<file path="src/rtl/nfc_frame_sequencer.sv">
// Command-frame sequencer feeding a single-byte I2C master; optional ready polling under NFC_SEQ_READY_POLL_EN.
// Latency: first write request the cycle after the last command beat; response byte visible one cycle after i2c_done rises.
// Backpressure: cmd_ready low while a frame is in flight; reads stall (no i2c_start) while the response FIFO is full.

module nfc_seq_fifo #(
    parameter int W     = 9,
    parameter int DEPTH = 16
) (
    input  logic         clk,
    input  logic         reset,
    input  logic         push,
    input  logic [W-1:0] push_dat,
    input  logic         pop,
    output logic         full,
    output logic         empty,
    output logic [W-1:0] head
);
    localparam int AW = $clog2(DEPTH);

    logic [W-1:0] mem [DEPTH];
    logic [AW-1:0] wp;
    logic [AW-1:0] rp;
    logic [AW:0]   cnt;
    logic          do_push;
    logic          do_pop;

    assign full    = (cnt == (AW+1)'(DEPTH));
    assign empty   = (cnt == '0);
    assign do_pop  = pop & ~empty;
    assign do_push = push & (~full | do_pop);
    // Head reads zero when empty so the output is defined straight out of reset.
    assign head    = empty ? '0 : mem[rp];

    always_ff @(posedge clk) begin
        if (reset) begin
            wp  <= '0;
            rp  <= '0;
            cnt <= '0;
        end else begin
            if (do_push) wp <= wp + 1'b1;
            if (do_pop)  rp <= rp + 1'b1;
            cnt <= cnt + {{AW{1'b0}}, do_push} - {{AW{1'b0}}, do_pop};
        end
    end

    always_ff @(posedge clk) begin
        if (do_push) mem[wp] <= push_dat;
    end
endmodule

module nfc_frame_sequencer #(
    parameter logic [6:0] SLAVE_ADDR = 7'h24,
    parameter int         MAX_LEN    = 16,
    parameter int         RX_DEPTH   = 16,
    parameter int         POLL_LIMIT = 255
) (
    input  logic       clk,
    input  logic       reset,
    input  logic       cmd_valid,
    output logic       cmd_ready,
    input  logic [7:0] cmd_byte,
    input  logic       cmd_last,
    input  logic [7:0] rsp_len,
    output logic       rsp_valid,
    input  logic       rsp_ready,
    output logic [7:0] rsp_byte,
    output logic       rsp_last,
    output logic       i2c_start,
    output logic       i2c_rw,
    output logic [6:0] i2c_addr,
    output logic [7:0] i2c_tx,
    input  logic [7:0] i2c_rx,
    input  logic       i2c_busy,
    input  logic       i2c_done,
    output logic       seq_busy,
    output logic       err_timeout
);
    localparam int IW = $clog2(MAX_LEN);
    localparam int LW = IW + 1;

    if (MAX_LEN < 2 || (MAX_LEN & (MAX_LEN - 1)) != 0) begin : g_bad_max_len
        $error("MAX_LEN must be a power of 2 and at least 2");
    end
    if (RX_DEPTH < 2 || (RX_DEPTH & (RX_DEPTH - 1)) != 0) begin : g_bad_rx_depth
        $error("RX_DEPTH must be a power of 2 and at least 2");
    end
    if (POLL_LIMIT < 1 || POLL_LIMIT > 255) begin : g_bad_poll_limit
        $error("POLL_LIMIT must be within 1..255");
    end

    typedef enum logic [2:0] {
        IDLE       = 3'd0,
        LOAD       = 3'd1,
        WR_ISSUE   = 3'd2,
        WR_WAIT    = 3'd3,
`ifdef NFC_SEQ_READY_POLL_EN
        POLL_ISSUE = 3'd4,
        POLL_WAIT  = 3'd5,
`endif
        RD_ISSUE   = 3'd6,
        RD_WAIT    = 3'd7
    } state_t;

    state_t        state;
    state_t        state_nxt;
    logic [7:0]    cmd_buf [MAX_LEN];
    logic [IW-1:0] wr_idx;
    logic [IW-1:0] tx_idx;
    logic [IW-1:0] tx_idx_nxt;
    logic [LW-1:0] frame_len;
    logic [7:0]    rsp_len_q;
    logic [7:0]    rd_cnt;
    logic          done_q;

    logic          cmd_beat;
    logic          frame_end;
    logic          done_rise;
    logic          tx_last;
    logic          rd_last;
    logic          start_nxt;
    logic          rw_nxt;
    logic [7:0]    tx_nxt;
    logic          push;
    logic          fifo_full;
    logic          fifo_empty;

`ifdef NFC_SEQ_READY_POLL_EN
    logic [7:0]    poll_cnt;
    logic          timeout_set;
`endif

    assign i2c_addr  = SLAVE_ADDR;
    assign cmd_beat  = cmd_valid & cmd_ready;
    assign frame_end = cmd_beat & (cmd_last | (wr_idx == IW'(MAX_LEN - 1)));
    assign done_rise = i2c_done & ~done_q;
    assign tx_last   = ({1'b0, tx_idx} == (frame_len - LW'(1)));
    assign rd_last   = (rd_cnt == (rsp_len_q - 8'd1));
    assign rsp_valid = ~fifo_empty;

    always_comb begin
        state_nxt  = state;
        start_nxt  = 1'b0;
        rw_nxt     = i2c_rw;
        tx_nxt     = i2c_tx;
        tx_idx_nxt = tx_idx;
        push       = 1'b0;
`ifdef NFC_SEQ_READY_POLL_EN
        timeout_set = 1'b0;
`endif
        case (state)
            IDLE:     if (cmd_beat) state_nxt = frame_end ? WR_ISSUE : LOAD;
            LOAD:     if (frame_end) state_nxt = WR_ISSUE;
            WR_ISSUE: if (i2c_start && i2c_busy) state_nxt = WR_WAIT;
            WR_WAIT: begin
                if (done_rise) begin
`ifdef NFC_SEQ_READY_POLL_EN
                    state_nxt = tx_last ? POLL_ISSUE : WR_ISSUE;
`else
                    if (!tx_last)              state_nxt = WR_ISSUE;
                    else if (rsp_len_q == 8'd0) state_nxt = IDLE;
                    else                        state_nxt = RD_ISSUE;
`endif
                end
            end
`ifdef NFC_SEQ_READY_POLL_EN
            POLL_ISSUE: if (i2c_start && i2c_busy) state_nxt = POLL_WAIT;
            POLL_WAIT: begin
                if (done_rise) begin
                    if (i2c_rx[0]) begin
                        state_nxt = (rsp_len_q == 8'd0) ? IDLE : RD_ISSUE;
                    end else if ((poll_cnt + 8'd1) == 8'(POLL_LIMIT)) begin
                        timeout_set = 1'b1;
                        state_nxt   = IDLE;
                    end else begin
                        state_nxt = POLL_ISSUE;
                    end
                end
            end
`endif
            RD_ISSUE: if (i2c_start && i2c_busy) state_nxt = RD_WAIT;
            RD_WAIT: begin
                if (done_rise) begin
                    push      = 1'b1;
                    state_nxt = rd_last ? IDLE : RD_ISSUE;
                end
            end
            default: state_nxt = IDLE;
        endcase

        if (state == WR_WAIT && done_rise) tx_idx_nxt = tx_idx + IW'(1);
        if (state_nxt == IDLE)             tx_idx_nxt = '0;

        case (state_nxt)
            WR_ISSUE: begin
                start_nxt = 1'b1;
                rw_nxt    = 1'b0;
                // A one-byte frame ends on the beat that writes buf[0], so bypass the buffer.
                tx_nxt    = (cmd_beat && wr_idx == tx_idx_nxt) ? cmd_byte : cmd_buf[tx_idx_nxt];
            end
`ifdef NFC_SEQ_READY_POLL_EN
            POLL_ISSUE: begin
                start_nxt = 1'b1;
                rw_nxt    = 1'b1;
            end
`endif
            RD_ISSUE: begin
                // Wait one cycle after entry so the FIFO count reflects the last push.
                start_nxt = (state == RD_ISSUE) && (i2c_start || !fifo_full);
                rw_nxt    = 1'b1;
            end
            default: ;
        endcase
    end

    always_ff @(posedge clk) begin
        if (reset) begin
            state     <= IDLE;
            wr_idx    <= '0;
            tx_idx    <= '0;
            frame_len <= '0;
            rsp_len_q <= '0;
            rd_cnt    <= '0;
            done_q    <= 1'b0;
            i2c_start <= 1'b0;
            i2c_rw    <= 1'b0;
            i2c_tx    <= '0;
            cmd_ready <= 1'b1;
            seq_busy  <= 1'b0;
        end else begin
            state     <= state_nxt;
            done_q    <= i2c_done;
            i2c_start <= start_nxt;
            i2c_rw    <= rw_nxt;
            i2c_tx    <= tx_nxt;
            tx_idx    <= tx_idx_nxt;
            cmd_ready <= (state_nxt == IDLE) || (state_nxt == LOAD);
            seq_busy  <= (state_nxt != IDLE) && (state_nxt != LOAD);
            if (cmd_beat) wr_idx <= wr_idx + IW'(1);
            if (frame_end) begin
                frame_len <= LW'(wr_idx) + LW'(1);
                rsp_len_q <= rsp_len;
            end
            if (push) rd_cnt <= rd_cnt + 8'd1;
            if (state_nxt == IDLE) begin
                wr_idx <= '0;
                rd_cnt <= '0;
            end
        end
    end

    always_ff @(posedge clk) begin
        if (cmd_beat) cmd_buf[wr_idx] <= cmd_byte;
    end

`ifdef NFC_SEQ_READY_POLL_EN
    always_ff @(posedge clk) begin
        if (reset) begin
            poll_cnt    <= '0;
            err_timeout <= 1'b0;
        end else begin
            if (state == POLL_WAIT && done_rise && !i2c_rx[0]) poll_cnt <= poll_cnt + 8'd1;
            if (state_nxt == IDLE) poll_cnt <= '0;
            if (timeout_set)       err_timeout <= 1'b1;
            else if (cmd_beat)     err_timeout <= 1'b0;
        end
    end
`else
    assign err_timeout = 1'b0;
`endif

    nfc_seq_fifo #(
        .W     (9),
        .DEPTH (RX_DEPTH)
    ) u_rsp_fifo (
        .clk      (clk),
        .reset    (reset),
        .push     (push),
        .push_dat ({rd_last, i2c_rx}),
        .pop      (rsp_ready),
        .full     (fifo_full),
        .empty    (fifo_empty),
        .head     ({rsp_last, rsp_byte})
    );
endmodule

</file>
<file path="config.mk">
export PLATFORM = sky130hd
export DESIGN_NAME = nfc_frame_sequencer
export DESIGN_NICKNAME = d
export VERILOG_FILES = /design/src/rtl/nfc_frame_sequencer.sv
export SDC_FILE = /design/constraint.sdc
export NUM_CORES = 1
export LEC_CHECK = 0
export CELL_PAD_IN_SITES_DETAIL_PLACEMENT = 0
export CELL_PAD_IN_SITES_GLOBAL_PLACEMENT = 1
export CORE_AREA = 4 4 186 188
export DETAILED_ROUTE_END_ITERATION = 10
export DIE_AREA = 0 0 190 192
export HOLD_SLACK_MARGIN = 0.02
export PLACE_DENSITY = 0.8
export SYNTH_ARGS = -nofsm -noshare
export SYNTH_HDL_FRONTEND = slang
export SYNTH_HIERARCHICAL = 1
export SYNTH_SLANG_ARGS = --single-unit
</file>
<file path="constraint.sdc">
create_clock -name clk -period 7.76 [get_ports clk]
set_clock_uncertainty 0.2 [all_clocks]
set_input_delay 1.552 -clock clk [delete_from_list [all_inputs] [get_ports clk]]
set_output_delay 1.552 -clock clk [all_outputs]
set_load 0.03 [all_outputs]
</file>
==> metrics.md <==
| Metric | Value |
|---|---|
| Commonest cells in the synthesized netlist | `edfxtp_1, nand2_1, nor2_1` |
| Combinational power share | `14.9%` |
| Chip width | `approximately 190 µm` |
| Nets | `roughly 1,100` |
| GR met2 Demand/Resource | `between 20% and 30%` |
| Clk_lat worst skew | `between 0.5 and 0.6 ns` |
| Post-CTS Hold Buffers | `0` |
| Setup WS pre-CTS | `a little over 2 ns` |
| Headroom to the max-slew limit | `~17%` |
| Final hold slack | `0.2562 ns` |
| Vias in the first global route | `8,478` |
| CTS tree | `done` |
| CP Launch Type | `flop` |
| First-pass GRT wire length | `49.02 mm` |
| Initial antenna violation count | `0` |
| Switch share | `roughly 25%` |
| Pin count of the biggest net entering global routing | `39` |
| Initial Util | `between 40% and 50%` |
| Fill count | `between 2,000 and 3,000` |
| Nature of the critical path endpoint | `output port` |
| Antenna fix cells | `0` |
| Clk slew on worst S/H paths | `approximately 0.060 ns` |
| Boundary Pins | `a little over 60` |
| Setup WS post-layout | `roughly 2.5 ns` |
| Total GRT Usage | `17.21%` |
| Worst Path Required | `between 6 and 7 ns` |
| Yosys top cell area share | `around 55%` |
| Cell Pwr Density | `256.8 mW/mm²` |
| Iter 0 DRT Violations | `a little under 700` |
| Final core utilization | `50.42%` |
| Pins Over Slew Limit | `0` |
| Gr ovfl total | `0` |
| WL final | `about 31 mm` |
| GR peak layer | `met2` |
| I/O Buffers | `52` |
| Core ar. | `~0.033 mm²` |
| Crit-path max FO | `36` |
| Number of post-CTS setup repair buffers | `0` |
| Setup CP Type | `flop to output port` |
| Internal power | `~3.2 mW` |
| Ys async rst share | `0%` |
| Pleak | `roughly 5.4 nW` |
| Fin Setup TNS | `0 ns` |
| Power share of the clock group | `37.9%` |
| Design Power | `about 4.3 mW` |
| Final Setup Violations | `0` |
| Synth cell types | `77` |
| Detailed Place HPWL | `a little over 20 mm` |
| P_sw | `between 1 and 1.5 mW` |
| Yosys top cell by area | `edfxtp_1` |
| Drt first pass iters | `5` |
| Max rail drop VDD | `0.0002035 V` |
| RSZ-0062 raised after global routing | `false` |
| Layout cells sized above 1 | `around 14%` |
| H-tree levels | `2` |
| # rows | `67` |
| Largest cells by area after synthesis | `edfxtp_1, dfxtp_1, mux4_2` |
| Mapped Area | `0.01473 mm²` |
| Ys flop type | `edfxtp_1` |
| Reg power frac | `a little under half` |
| Ys Warns | `6` |
| Post-synth EDFFs | `approximately 270` |
| Cell with the most instances after synthesis | `edfxtp_1` |
| Cells on worst reg2reg path | `10` |
| Num CTS Buffers | `36` |
| Type of the tightest min-delay check | `flop to flop` |
| Final hold violations | `0` |
| Synthesized instance count | `1,038` |
| Top achievable clock speed | `roughly 190 MHz` |
| Drc violations | `0` |
| Min Tclk post-route | `about 5.2 ns` |
| Met1 global-route usage | `around a quarter` |
| Die area | `between 0.03 and 0.04 mm²` |
| Vias/cell | `approximately 5.5` |
| Worst r2r dst | `i2c_tx[7]` |
| R2R setup slack | `roughly 3.4 ns` |
| Synth Register Bits | `~330` |
| Max-cap violations | `0` |
| Crit path to | `rsp_byte[1]` |
| Worst slew pin tran | `around 1.2 ns` |
| Layout area overhead | `13.36%` |
| Final Wtd Congestion | `between 0.8 and 0.9` |
| Final worst path period share | `~67%` |
| Met3 Track Usage GR | `under 10%` |
| DRT antenna net count | `0` |
| Clk root buf | `clkbuf_16` |
| Register area share after synthesis | `roughly 64%` |
| Die Ht | `about 190 µm` |
| Clock Path Buffers | `3` |
| Status | `complete, no violations` |
| Vias | `between 8,000 and 9,000` |
| Mean Syn Cell Area | `14.19 µm²` |
| Worst Path Arrival | `roughly 3.5 ns` |
| Clock Sinks | `roughly 330` |
| WL/cell | `~20 µm` |
| Post_cts resized | `0` |
| Reg2reg start | `wr_idx[0]` |
## power groups by stage
stage                     clock, mW  combinational, mW  sequential, mW
final                          1.62              0.638            2.03
after global routing           1.74              0.697            2.03
after CTS                      1.66              0.643            2.03
after detailed placement          0              0.641            2.07
after global placement            0              0.631            2.06
after floorplan                   0              0.479            2.04
## worst max-delay path, stage by stage, from the launching register on
cell             delay, ns
dfxtp_2               1.07
mux4_1                0.66
mux2_2                0.30
o21ai_0               0.18
a21oi_1               0.10
clkdlybuf4s50_1       0.64
## per-layer routing
layer / up-vias / wire length (µm) / share of wire (%)
met5: - / 0 / 0
met4: 0 / 659 / 2.1
met2: 239 / 15330 / 49
met1: 4208 / 13650 / 44
met3: 48 / 1672 / 5.3
li1: 3992 / - / -
## how the worst min path moves through the flow
stage	start	depth (start not counted)	slack [ns]	to
6_report	i2c_rw	2	0.26	i2c_rw
5_1_grt	i2c_rw	2	0.29	i2c_rw
4_1_cts	i2c_rw	2	0.26	i2c_rw
3_5_place_dp	i2c_rw	2	0.25	i2c_rw
3_3_place_gp	frame_len[1]	2	0.26	frame_len[1]
2_1_floorplan	frame_len[1]	2	0.25	frame_len[1]
## state kept, by name (all words and copies together), names as in the netlist, named ones only
name / count
i2c_tx: 8
rsp_len_q: 8
rd_cnt: 8
i2c_rw: 1
tx_idx: 4
cmd_buf: 128
cmd_ready: 1
state: 3
i2c_start: 1
u_rsp_fifo/cnt: 5
seq_busy: 1
u_rsp_fifo/wp: 4
done_q: 1
frame_len: 5
u_rsp_fifo/rp: 4
wr_idx: 4
u_rsp_fifo/mem: 144
## through the flow
step	instance area, µm²	cells
after floorplan	14750	1044
final	16690	1553
after global routing	16690	1553
after global placement	15570	1491
after detailed placement	15570	1491
after CTS	16690	1553
## cells in the final DEF, fill, tap and decap left out, types with 10 or more instances in the layout
cell,n
edfxtp_1,272
nand2_1,83
nor2_1,83
dfxtp_1,61
clkdlybuf4s50_1,52
a21oi_1,49
mux4_2,38
mux2i_1,37
clkbuf_16,37
inv_1,30
o21ai_0,30
xnor2_1,25
a211oi_1,24
nor2b_1,20
ha_1,20
nor3_1,19
mux2_2,19
xor2_1,15
nand3_1,15
buf_4,13
a31oi_1,10
clkinv_2,10
## area by class of cell
type	instances	area [µm²]	share of cell area (%)
clock buffers	43	962.2	5.763
clock inverters	19	162.7	0.9743
inverters	30	112.6	0.6745
multi-input cells	614	4868	29.16
flip-flops and latches	334	9410	56.37
well taps	448	560.5	3.358
repair buffers	65	618.1	3.702
## cell families (layout without fill, tap and decap cells)
group                    after synthesis  in the layout  synth area share [%]
AO/OA/AOI/OAI                        170            170                 8.241
other                                  2              8               0.05099
AND/OR/NAND/NOR                      270            270                 8.793
XOR/XNOR                              43             43                 2.710
multiplexers                         102            102                 11.21
flip-flops                           334            334                 63.89
adder cells (fa/ha/maj)               21             21                 1.835
buffers and inverters                 96            157                 3.279
Power figures use the tool's default switching activity.
